===== src/rtl/mio_arbiter.sv =====
// mio_arbiter: two-master arbiter and access sequencer for the shared MIO bus.
// Requester 0 is the multi-cycle CPU controller and requester 1 is the
// DMA/display-fetch engine. Each granted access holds mem_ce for MEM_LAT
// cycles, then the owner gets a single-cycle completion pulse.
//
// Optional feature macro: MIO_ARB_RR_EN
//   defined     -> round-robin arbitration on contention (alternate owners)
//   not defined -> fixed priority, CPU always wins contention
//
// Reset is asynchronous and active-low on the port named 'reset'.

module mio_arbiter #(
    parameter int MEM_LAT = 2
) (
    input  logic        clk,
    input  logic        reset,

    input  logic        cpu_req,
    input  logic        cpu_we,
    input  logic [31:0] cpu_addr,
    input  logic [31:0] cpu_wdata,
    output logic [31:0] cpu_rdata,
    output logic        MIO_ready,

    input  logic        dma_req,
    input  logic        dma_we,
    input  logic [31:0] dma_addr,
    input  logic [31:0] dma_wdata,
    output logic [31:0] dma_rdata,
    output logic        dma_ack,

    output logic        mem_ce,
    output logic        mem_we,
    output logic [31:0] mem_addr,
    output logic [31:0] mem_wdata,
    input  logic [31:0] mem_rdata,

    output logic [1:0]  grant
);

    typedef enum logic [1:0] {
        IDLE   = 2'd0,
        ACCESS = 2'd1,
        DONE   = 2'd2
    } state_t;

    // Owner encoding used for both the current owner and last_grant.
    localparam logic OWNER_CPU = 1'b0;
    localparam logic OWNER_DMA = 1'b1;

    // Counter preload: the access lasts cnt+1 cycles, so MEM_LAT-1 gives MEM_LAT.
    localparam logic [3:0] CNT_INIT = 4'(MEM_LAT - 1);

    state_t     state;
    logic [3:0] cnt;
    logic       owner;
    logic       last_grant;
    logic       cpu_wins;

    // Arbitration decision, only acted on in IDLE when some request is high.
    always_comb begin
        cpu_wins = 1'b0;
`ifdef MIO_ARB_RR_EN
        if (cpu_req && dma_req) begin
            cpu_wins = (last_grant == OWNER_DMA);
        end else begin
            cpu_wins = cpu_req;
        end
`else
        cpu_wins = cpu_req;
`endif
    end

`ifndef MIO_ARB_RR_EN
    // Under fixed priority last_grant is kept up to date but never consulted.
    logic unused_last_grant;
    assign unused_last_grant = last_grant;
`endif

    // Access sequencer: IDLE -> ACCESS (MEM_LAT cycles) -> DONE (pulse) -> IDLE.
    always_ff @(posedge clk or negedge reset) begin
        if (!reset) begin
            state      <= IDLE;
            cnt        <= 4'd0;
            owner      <= OWNER_CPU;
            last_grant <= OWNER_DMA;
            mem_ce     <= 1'b0;
            mem_we     <= 1'b0;
            mem_addr   <= 32'd0;
            mem_wdata  <= 32'd0;
            grant      <= 2'b00;
            cpu_rdata  <= 32'd0;
            dma_rdata  <= 32'd0;
            MIO_ready  <= 1'b0;
            dma_ack    <= 1'b0;
        end else begin
            case (state)
                IDLE: begin
                    if (cpu_req || dma_req) begin
                        state  <= ACCESS;
                        cnt    <= CNT_INIT;
                        mem_ce <= 1'b1;
                        if (cpu_wins) begin
                            owner     <= OWNER_CPU;
                            grant     <= 2'b01;
                            mem_we    <= cpu_we;
                            mem_addr  <= cpu_addr;
                            mem_wdata <= cpu_wdata;
                        end else begin
                            owner     <= OWNER_DMA;
                            grant     <= 2'b10;
                            mem_we    <= dma_we;
                            mem_addr  <= dma_addr;
                            mem_wdata <= dma_wdata;
                        end
                    end
                end

                ACCESS: begin
                    if (cnt == 4'd0) begin
                        state  <= DONE;
                        mem_ce <= 1'b0;
                        grant  <= 2'b00;
                        if (owner == OWNER_CPU) begin
                            cpu_rdata <= mem_rdata;
                            MIO_ready <= 1'b1;
                        end else begin
                            dma_rdata <= mem_rdata;
                            dma_ack   <= 1'b1;
                        end
                    end else begin
                        cnt <= cnt - 4'd1;
                    end
                end

                DONE: begin
                    MIO_ready  <= 1'b0;
                    dma_ack    <= 1'b0;
                    last_grant <= owner;
                    state      <= IDLE;
                end

                default: begin
                    state <= IDLE;
                end
            endcase
        end
    end

endmodule

===== config.mk =====
export PLATFORM = sky130hd
export DESIGN_NAME = mio_arbiter
export DESIGN_NICKNAME = d
export VERILOG_FILES = /design/src/rtl/mio_arbiter.sv
export SDC_FILE = /design/constraint.sdc
export NUM_CORES = 1
export LEC_CHECK = 0
export BUFFER_PORTS_ARGS = -buffer_cell sky130_fd_sc_hd__buf_2
export CAP_MARGIN = 15
export CORE_MARGIN = 10
export CORE_UTILIZATION = 50
export CTS_BUF_LIST = sky130_fd_sc_hd__clkbuf_16
export CTS_CLUSTER_DIAMETER = 50
export DETAILED_ROUTE_END_ITERATION = 6
export MAX_ROUTING_LAYER = met4
export PLACE_DENSITY = 0.86
export SLEW_MARGIN = 20
export SYNTH_ARGS = -nofsm -noshare
export SYNTH_HDL_FRONTEND = slang
export SYNTH_SLANG_ARGS = --single-unit

===== constraint.sdc =====
create_clock -name clk -period 4.1 [get_ports clk]
set_input_delay 0.82 -clock clk [delete_from_list [all_inputs] [get_ports clk]]
set_output_delay 0.82 -clock clk [all_outputs]
set_load 0.02 [all_outputs]

Word level (Yosys, flattened, before mapping)
Cells that the tools add are included.
{ "totals": {"ff_bits": 141, "word_cells": 57, "output_inout_bits": 134, "inputBits": 166} }
{ "op_classes": {"muxes": 23, "n_reduce_logical": 13, "n_eq_ne": 7, "bitwise_logic": 1, "add_sub_neg": 1} }
{ "op_table": {"columns": ["op", "n"], "rows": [
  ["2-to-1 mux 32 bit", 2],
  ["AND reduction 3 bit", 6],
  ["2-to-1 mux 2 bit", 5],
  ["!= test 2 bit (second input constant)", 5],
  ["2-to-1 mux 1 bit", 8],
  ["2-to-1 mux 4 bit", 2],
  ["one-hot mux 2 bit (2 select lines)", 2],
  ["one-hot mux 4 bit (2 select lines)", 1],
  ["one-hot mux 1 bit (2 select lines)", 3],
  ["logical NOT 4 bit", 1],
  ["AND reduction 2 bit", 2],
  ["nonzero test 2 bit", 2],
  ["subtractor 4 x 1 -> 4 bit (second input constant)", 1],
  ["equality test 2 x 1 -> 1 bit (second input constant)", 1],
  ["equality test 2 bit (second input constant)", 1],
  ["logical NOT 2 bit", 1],
  ["logical OR 1 bit", 1],
  ["inverter 1 bit", 1]
]} }

Depth between registers and ports, before layout
Gate-level depths: netlist of the first run.
{ "logic_depth": {"ltp_word": 3, "ltp_mapped": 8, "ltp_nobuf": 5} }

Worst setup path after synthesis of the first run
OpenSTA, ideal clock, no wires.
{ "synth_timing": {"kind": "input to register", "start": "input cpu_req", "end": "register mem_addr[10]", "t_required_ns": 3.977, "setup_slack_ns": 1.956, "path_buffers": 5, "cell_stages": 8, "setup_ns": 0.123, "arrival_time_ns": 2.021, "path_cell_list": "buf_2 > or2_1 > buf_2 > and2_1 > buf_6 > buf_6 > buf_6 > o221a_1"} }
{ "synth_via": {"elab_chain_len": 2, "word_cells_on_any_way": 3, "classes_between": "mux (1); reduce/logical (2)"} }
{ "synth_lines": {"columns": ["item", "line_no", "source"], "rows": [
  ["start: declaration", "18", "input logic cpu_req,"],
  ["logical OR 1 bit", "99", "if (cpu_req || dma_req) begin"],
  ["AND reduction 2 bit (no source line)", null, null],
  ["end signal: assignment", "107", "mem_addr <= cpu_addr;"],
  ["end signal: assignment", "113", "mem_addr <= dma_addr;"],
  ["end: declaration", "34", "output logic [31:0] mem_addr,"]
]} }
Several ways; a longest one is shown, not always the timed one.
A chain may end at the register's enable or synchronous reset.

Worst setup path in the final report of the first run
{ "layout_timing": {"start": "register state[0]", "end": "register mem_addr[28]"} }
{ "layout_via": {"elab_chain_len": 2} }
{ "layout_lines": {"columns": ["item", "line_no", "source"], "rows": [
  ["start: declaration", "54", "state_t state;"],
  ["start signal: assignment", "83", "state <= IDLE;"],
  ["start signal: assignment", "100", "state <= ACCESS;"],
  ["start signal: assignment", "121", "state <= DONE;"],
  ["logical NOT 2 bit", "97", "case (state)"],
  ["AND reduction 2 bit (no source line)", null, null]
]} }
No other way between the ends.

==> flow_summary.json, run 1 <==
{
  "portBuffers": 299,
  "dpl_worst_slack_ps": 1570,
  "fp-row-count": 40,
  "syn_nets": 655,
  "netlist-cell-type-count": 35,
  "cp-end-kind": "register",
  "overflow": 0,
  "yosysSeqAreaShare_pct": 58.4,
  "nets": 934,
  "syn2layout_area_growth_pct": 35.5,
  "cp.arrival_ps": 2600,
  "design.core.area_sq_um": 11900,
  "cts_buffers": 17,
  "cts.clk_slew.worst_paths_ps": 60,
  "yosysWarningCount": 0,
  "crit_fanout": 68,
  "cap_violations": 0,
  "cts-root-buf": "clkbuf_16",
  "power_density_nw_per_um2": 888,
  "slew_headroom_pct": 40.8,
  "drt_iter0_drc": 371,
  "p_leak_nw": 3.86,
  "vias": 5133,
  "finalHoldViolCount": 0,
  "total_power_mw": 7.28,
  "nFillCells": 850,
  "crit_required_ps": 4430,
  "die_w_um": 130,
  "vdd_drop_max_mv": 0.445,
  "rsz0062_at_grt": "no",
  "drcViolationCount": 0,
  "cts_resized": 0,
  "worstSkewPairLatency_ps": 400,
  "cp_top_family": "simple AND/OR/NAND/NOR gates",
  "outcome": "finished, final reports clean",
  "start_kind": "register",
  "grt_pass1_wl_mm": 29.3,
  "initial_core_util_pct": 50.8,
  "grt_usage_pct": 22.5,
  "detail_route.wl_per_cell_um": 20.3,
  "hp-class": "register to register",
  "drive_gt1_share_pct": 43.7,
  "syn_area_per_cell_sq_um": 12.4,
  "fp.dieH_um": 130,
  "final-max-slew-violation-count": 0,
  "worstSetupPathType": "register to register",
  "dp_hpwl_mm": 14.0,
  "grt_pass1_vias": 5568,
  "fin_crit_sh_pct": 55.4,
  "final.setup.tns_ps": 0,
  "htree_levels": 4,
  "post_cts_buffers": 0,
  "dr.pass1.iters": 4,
  "fmax_mhz": 440,
  "cts_buffer_depth": 2,
  "ios": 300,
  "drtAntennaViolNets": 0,
  "ys_seq_elements": 141,
  "syn_area_sq_um": 6050,
  "via_per_inst": 5.54,
  "grt_max_degree": 118,
  "cts_tree": "yes",
  "synthCells": 487,
  "fin_crit_ps": 2270,
  "postLayoutSetupSlackWorst_ps": 1830,
  "gp_congestion": 0.833,
  "setup_viol": 0,
  "worst-slew-pin-transition_ps": 888,
  "die-area_sq_um": 16900,
  "antenna_found_initial": 1,
  "clock-sinks": 141,
  "finalClockSkew_ps": 9.21,
  "routed_wl_mm": 18.8,
  "path_cells": "nor2_4 > and2_4 > o221a_1",
  "slowest_delay_ps": 750,
  "cp_slowest_cell": "and2_4",
  "postCtsHoldBufs": 0,
  "path_buf_inv": 0
}
-- placed cells by master (no fill, tap or decap), types with 2 or more instances in the layout --
cell        Yosys  layout
buf_2          12     298
dfrtp_1       141     141
nor2_1         67      66
nand3_1        66      66
o221a_1        65      65
mux2_1         64      64
clkbuf_16       0      17
buf_4           3       6
inv_1           4       4
nand2_1         5       4
bufinv_16       0       4
o21a_1          3       3
clkinvlp_4      0       3
nor2b_1         2       2
nand2b_1        2       2
o21ai_0         2       2
a21oi_1         2       2
ha_1            2       2
clkinv_2        0       2
clkinv_4        0       2
-- cells by family after synthesis --
family          Yosys count  synth area share, %
buf+inv                  49                 3.97
simple gates            151                 11.4
fa+ha+maj                 2                0.414
compound gates           79                 13.8
mux                      65                 12.1
flops                   141                 58.4
-- worst paths after layout --
| check | start | end | slack (ps) | cells past startpoint |
|---|---|---|---|---|
| max | state[0]$_DFFE_PN0P_ | mem_addr[28]$_DFFE_PN0P_ | 1830 | 3 |
| min | dma_rdata[26]$_DFFE_PN0P_ | dma_rdata[26]$_DFFE_PN0P_ | 480 | 1 |
| max reg2reg | state[0]$_DFFE_PN0P_ | mem_addr[28]$_DFFE_PN0P_ | 1830 | 3 |
| min reg2reg | dma_rdata[26]$_DFFE_PN0P_ | dma_rdata[26]$_DFFE_PN0P_ | 480 | 1 |
| max in group asynchronous | reset | cpu_rdata[0]$_DFFE_PN0P_ | 2640 | 2 |
| min in group asynchronous | reset | cpu_rdata[19]$_DFFE_PN0P_ | 530 | 1 |
-- synthesized netlist by cell type --
cell	count	share of area (%)
dfrtp_1	141	58
nor2_1	67	4.2
nand3_1	66	5.5
o221a_1	65	12
mux2_1	64	12
clkbuf_1	21	1.3
buf_2	12	0.99
buf_1	5	0.31
nand2_1	5	0.31
buf_6	4	0.74
inv_1	4	0.25
buf_4	3	0.37
o21a_1	3	0.37
a21oi_1	2	0.17
ha_1	2	0.41
nand2b_1	2	0.21
nor2b_1	2	0.21
o21ai_0	2	0.17
a21boi_1	1	0.12
a21o_1	1	0.12
a311o_1	1	0.17
a32o_1	1	0.17
and2_1	1	0.10
and3_1	1	0.10
mux2i_1	1	0.17
nand3b_1	1	0.12
nor3_1	1	0.083
nor3b_2	1	0.21
nor4_1	1	0.10
o21ai_1	1	0.083
o2bb2ai_1	1	0.14
o311ai_1	1	0.14
or2_1	1	0.10
or3_1	1	0.10
or4_1	1	0.12
-- registers in the layout, summed over array words and instances (netlist names) --
register and cells:
grant 2, cpu_rdata 32, mem_addr 32, MIO_ready 1
mem_ce 1, dma_rdata 32, mem_wdata 32, cnt 4
dma_ack 1, mem_we 1, state 2, owner 1
-- routing by layer --
layer | track usage [%] | vias up | wire [um]
li1 | - | 2359 | -
met1 | 25.5 | 2511 | 7530
met2 | 37.9 | 249 | 9470
met3 | 7.42 | 14 | 1570
met4 | 5.69 | 0 | 237
met5 | - | - | 0
-- where the power goes --
part           internal (mW)  switching (mW)  leakage, nW  total, mW
logic                   1.21            1.96         1.93       3.17
registers               2.10           0.401         1.63       2.50
clock network           1.02           0.581        0.295       1.60
-- cell type report --
cell class              instances  area [sq um]  area share, %
diodes                          1          2.50         0.0305
clock buffers                  17           425           5.19
clock inverters                14           194           2.37
inverters                       4          15.0          0.183
multi-input cells             297          2290           28.0
flip-flops and latches        141          3530           43.1
well taps                     147           184           2.24
repair buffers                305          1550           18.9
-- per-stage QoR --
stage | cells | util [%] | hold slack (ps) | cell area, sq um
finish | 926 | 68.8 | 480 | 8190
global route | 926 | 68.8 | 497 | 8190
CTS | 925 | 68.8 | 486 | 8190
floorplan | 487 | - | 465 | 6050
detailed placement | 894 | 63.6 | 472 | 7570
global placement | 894 | 63.5 | 463 | 7560
Power figures use the tool's default switching activity.
==> run 2: changes to the inputs <==
Settings changed: CORE_UTILIZATION 50 to 46, PLACE_DENSITY 0.86 to 0.8.
Clock period 4.1 ns to 2.1 ns, I/O delays scaled along.
==> flow_summary.json, run 2 (synthesized netlist as in run 1, its figures left out) <==
{
  "met1_usage_pct": 23.8,
  "hold_ws_ps": 236,
  "drive_gt1_share_pct": 44.4,
  "gp_congestion": 0.876,
  "dr.pass1.iters": 6,
  "drcViolationCount": 0,
  "drtAntennaViolNets": 0,
  "via_per_inst": 5.44,
  "fin_crit_sh_pct": 87.5,
  "antenna_found_initial": 0,
  "crit_fanout": 33,
  "vdd_drop_max_mv": 0.658,
  "final_core_util_pct": 65.6,
  "grt_pass1_vias": 5728,
  "cts_tree": "yes",
  "final.setup.tns_ps": 0,
  "ios": 300,
  "path_buf_inv": 2,
  "cts_buffer_depth": 2,
  "postLayoutSetupSlackWorst_ps": 263,
  "clock-sinks": 141,
  "busiest_layer": "met2",
  "worstSkewPairLatency_ps": 410,
  "num_antenna_cells": 0,
  "grt_pass1_wl_mm": 30.1,
  "slowest_delay_ps": 400,
  "path_cells": "inv_1 > ha_1 > nor3b_2 > and3_1 > buf_12 > mux2_1",
  "vias": 5234,
  "worstSetupPathType": "register to register",
  "cts.clk_slew.worst_paths_ps": 60,
  "final-max-slew-violation-count": 0,
  "initial_core_util_pct": 47.5,
  "cp.arrival_ps": 2120,
  "grt_max_degree": 69,
  "overflow": 0,
  "dpl_worst_slack_ps": 256,
  "dp_hpwl_mm": 14.2,
  "worst-slew-pin-transition_ps": 709,
  "outcome": "finished, final reports clean",
  "cap_violations": 0,
  "fp-row-count": 41,
  "cp_top_family": "simple AND/OR/NAND/NOR gates",
  "crit_required_ps": 2390,
  "finalClockSkew_ps": 10.7,
  "detail_route.wl_per_cell_um": 19.7,
  "slew_headroom_pct": 52.8,
  "die_w_um": 135,
  "p_leak_nw": 3.92,
  "die-area_sq_um": 18100,
  "grt_usage_pct": 21.3,
  "design.core.area_sq_um": 12700,
  "cp-end-kind": "register",
  "rsz0062_at_grt": "no",
  "syn2layout_area_growth_pct": 38.0,
  "portBuffers": 299,
  "layout_common_cells": "298 x buf_2, 141 x dfrtp_1, 66 x nor2_1, 66 x nand3_1, 65 x o221a_1",
  "nets": 945,
  "hp-class": "input pin to register",
  "post_cts_buffers": 0,
  "fp.dieH_um": 135,
  "htree_levels": 4,
  "fmax_mhz": 544,
  "cp_slowest_cell": "dfrtp_1",
  "cts_buffers": 17,
  "layout.cells.most_common": "buf_2",
  "cts-root-buf": "clkbuf_16",
  "routed_wl_mm": 18.9,
  "use_met2_pct": 35.0,
  "finalHoldViolCount": 0,
  "setup_viol": 0,
  "use_met3_pct": 7.31,
  "drt_iter0_drc": 218,
  "start_kind": "register",
  "fin_crit_ps": 1840,
  "power_density_nw_per_um2": 1700
}
run 2: cell count changes in the layout (fill, tap and decap cells not counted), moves of 2 or more:
cell / before / now
buf_12: 0 / 6
bufinv_16: 4 / 2
clkinv_4: 2 / 5
inv_6: 1 / 3
buf_4: 6 / 10
run 2: cell type report:
cell class	count	area (sq um)
clock buffers	17	425
clock inverters	15	165
fillers	986	4380
inverters	4	15.0
multi-input cells	297	2290
flip-flops and latches	141	3530
well taps	172	215
repair buffers	316	1710
run 2: power by group:
part / switching, mW / leakage (nW) / internal [mW]
Sequential: 0.783 / 1.63 / 4.11
Combinational: 3.83 / 2.01 / 2.51
Clock: 1.22 / 0.288 / 1.77
run 2: final timing paths:
check                           slack, ps                      start                   endpoint  cells past startpoint
worst max-delay path                  260         cnt[0]$_DFFE_PN0P_  dma_rdata[11]$_DFFE_PN0P_                      6
max in group asynchronous             930                      reset  mem_wdata[16]$_DFFE_PN0P_                      3
worst max register to register        260         cnt[0]$_DFFE_PN0P_  dma_rdata[11]$_DFFE_PN0P_                      6
worst min-delay path                  240               mem_rdata[0]   dma_rdata[0]$_DFFE_PN0P_                      2
min in group asynchronous             550                      reset  cpu_rdata[15]$_DFFE_PN0P_                      2
worst min register to register        480  dma_rdata[18]$_DFFE_PN0P_  dma_rdata[18]$_DFFE_PN0P_                      1
run 2: stage by stage:
step / std cells / power (mW) / area [sq um]
after detailed placement: 929 / 11.4 / 7740
final: 962 / 14.2 / 8350
after global placement: 929 / 11.1 / 7740
after CTS: 962 / 14.4 / 8350
after floorplan: 487 / 8.87 / 6050
after global routing: 962 / 15.1 / 8350
run 2: routing by layer:
| metal | vias up | wire (um) |
|---|---|---|
| li1 | 2379 | - |
| met1 | 2574 | 7650 |
| met2 | 259 | 9380 |
| met3 | 22 | 1580 |
| met4 | 0 | 325 |
| met5 | - | 0 |
run 2: worst register-to-register path, delay by kind of cell (launching register included):
kind | cells | cell delay (ps)
fa+ha+maj | 1 | 180
buf+inv | 2 | 320
flops | 1 | 400
mux | 1 | 360
simple gates | 2 | 450
run 2: what timing repair did:
| item | CTS | global route |
|---|---|---|
| resized for setup | 0 | 0 |
| hold buffers | 1 | 0 |
| hold endpoints to repair | 54 | 0 |
==> run 3: changes to the inputs <==
Settings changed: MAX_ROUTING_LAYER met4 to not set.
==> flow_summary.json, run 3 (synthesized netlist as in run 1, its figures left out) <==
{
  "drcViolationCount": 0,
  "layout_common_cells": "298 x buf_2, 141 x dfrtp_1, 66 x nor2_1, 66 x nand3_1, 65 x o221a_1",
  "finalHoldViolCount": 0,
  "cp-end-kind": "register",
  "post_cts_buffers": 0,
  "drt_iter0_drc": 243,
  "grt_pass1_vias": 5724,
  "layout.cells.most_common": "buf_2",
  "clock-sinks": 141,
  "via_per_inst": 5.45,
  "initial_core_util_pct": 47.5,
  "dp.cells": 929,
  "p_leak_nw": 3.92,
  "worstSkewPairLatency_ps": 420,
  "vdd_drop_max_mv": 0.657,
  "vias": 5243,
  "die_w_um": 135,
  "drive_gt1_share_pct": 44.4,
  "placed_cell_area_sq_um": 7740,
  "routed_wl_mm": 18.9,
  "cts_buffer_depth": 2,
  "start_kind": "register",
  "final_cells": 962,
  "fin_crit_sh_pct": 87.3,
  "dp_hpwl_mm": 14.2,
  "grt_pass1_wl_mm": 30.2,
  "final_area_sq_um": 8350,
  "final-max-slew-violation-count": 0,
  "final.setup.tns_ps": 0,
  "dpl_worst_slack_ps": 256,
  "portBuffers": 299,
  "antenna_found_initial": 0,
  "die-area_sq_um": 18100,
  "fin_crit_ps": 1830,
  "total_power_mw": 14.2,
  "gp_congestion": 0.862,
  "slew_headroom_pct": 53.1,
  "timing.rr.end": "dma_rdata[11]$_DFFE_PN0P_",
  "drtAntennaViolNets": 0,
  "outcome": "finished, final reports clean",
  "dr.pass1.iters": 5,
  "ios": 300,
  "postLayoutSetupSlackWorst_ps": 267,
  "nets": 945,
  "crit_fanout": 33,
  "cts-root-buf": "clkbuf_16",
  "htree_levels": 4,
  "crit_required_ps": 2390,
  "cap_violations": 0,
  "worst-slew-pin-transition_ps": 704,
  "num_antenna_cells": 0,
  "setup_viol": 0,
  "reg2reg_depth": 6,
  "cts_tree": "yes",
  "cts.clk_slew.worst_paths_ps": 60,
  "hold_ws_ps": 230,
  "rrSetupSlack_ps": 270,
  "detail_route.wl_per_cell_um": 19.7,
  "crit_end": "dma_rdata[11]$_DFFE_PN0P_",
  "cp.arrival_ps": 2130,
  "fp-row-count": 41,
  "worstSetupPathType": "register to register",
  "syn2layout_area_growth_pct": 38.0,
  "rsz0062_at_grt": "no",
  "cts_buffers": 17,
  "critPathLaunch": "cnt[0]$_DFFE_PN0P_",
  "design.core.area_sq_um": 12700,
  "grt_max_degree": 69,
  "hp-class": "input pin to register",
  "power_density_nw_per_um2": 1700,
  "rr_startpoint": "cnt[0]$_DFFE_PN0P_",
  "finalClockSkew_ps": 12.4,
  "fp.dieH_um": 135,
  "final_core_util_pct": 65.6,
  "overflow": 0,
  "grt_usage_pct": 20.7,
  "fmax_mhz": 546
}
==> run 3: cell counts in the layout (fill, tap and decap cells not counted) <==
Identical to the previous run, type by type.
==> run 3: final cells by class <==
type,instances,area [sq um]
multi-input combinational,297,2290
inverter,4,15.0
sequential,141,3530
tap,172,215
clock buffer,17,425
timing repair buffer,316,1710
clock inverter,15,165
fill,986,4380
==> run 3: worst min-delay path by stage <==
stage                        from                         to  slack, ps  depth (start not counted)
global placement            reset  cpu_rdata[23]$_DFFE_PN0P_        420                          1
floorplan                   reset      MIO_ready$_DFFE_PN0P_        120                          0
detailed placement          reset  cpu_rdata[15]$_DFFE_PN0P_        420                          1
finish               mem_rdata[0]   dma_rdata[0]$_DFFE_PN0P_        230                          2
global route        mem_rdata[20]  dma_rdata[20]$_DFFE_PN0P_        220                          2
CTS                 mem_rdata[29]  cpu_rdata[29]$_DFFE_PN0P_        220                          2
==> run 3: report_power, final <==
group | switching, mW | internal [mW] | total (mW)
logic | 3.83 | 2.51 | 6.33
registers | 0.785 | 4.11 | 4.89
clock network | 1.23 | 1.77 | 3.00
==> run 3: layer usage <==
metal  part of all wire (%)  vias to the layer above  global-route usage (%)
met5                      0                        -                       0
met2                     49                      248                    35.1
li1                       -                     2381                       -
met3                    9.9                       29                    9.12
met1                     39                     2585                    22.5
met4                    2.1                        0                    7.13
==> run 3: critical path: stages, from the launching register on <==
cell	delay, ps
dfrtp_1	400
inv_1	100
ha_1	180
nor3b_2	220
and3_1	230
buf_12	220
mux2_1	350
==> run 3: timing repair <==
item	in CTS	in global routing
hold endpoints to repair	54	0
gates resized for setup	0	0
hold buffers	1	0
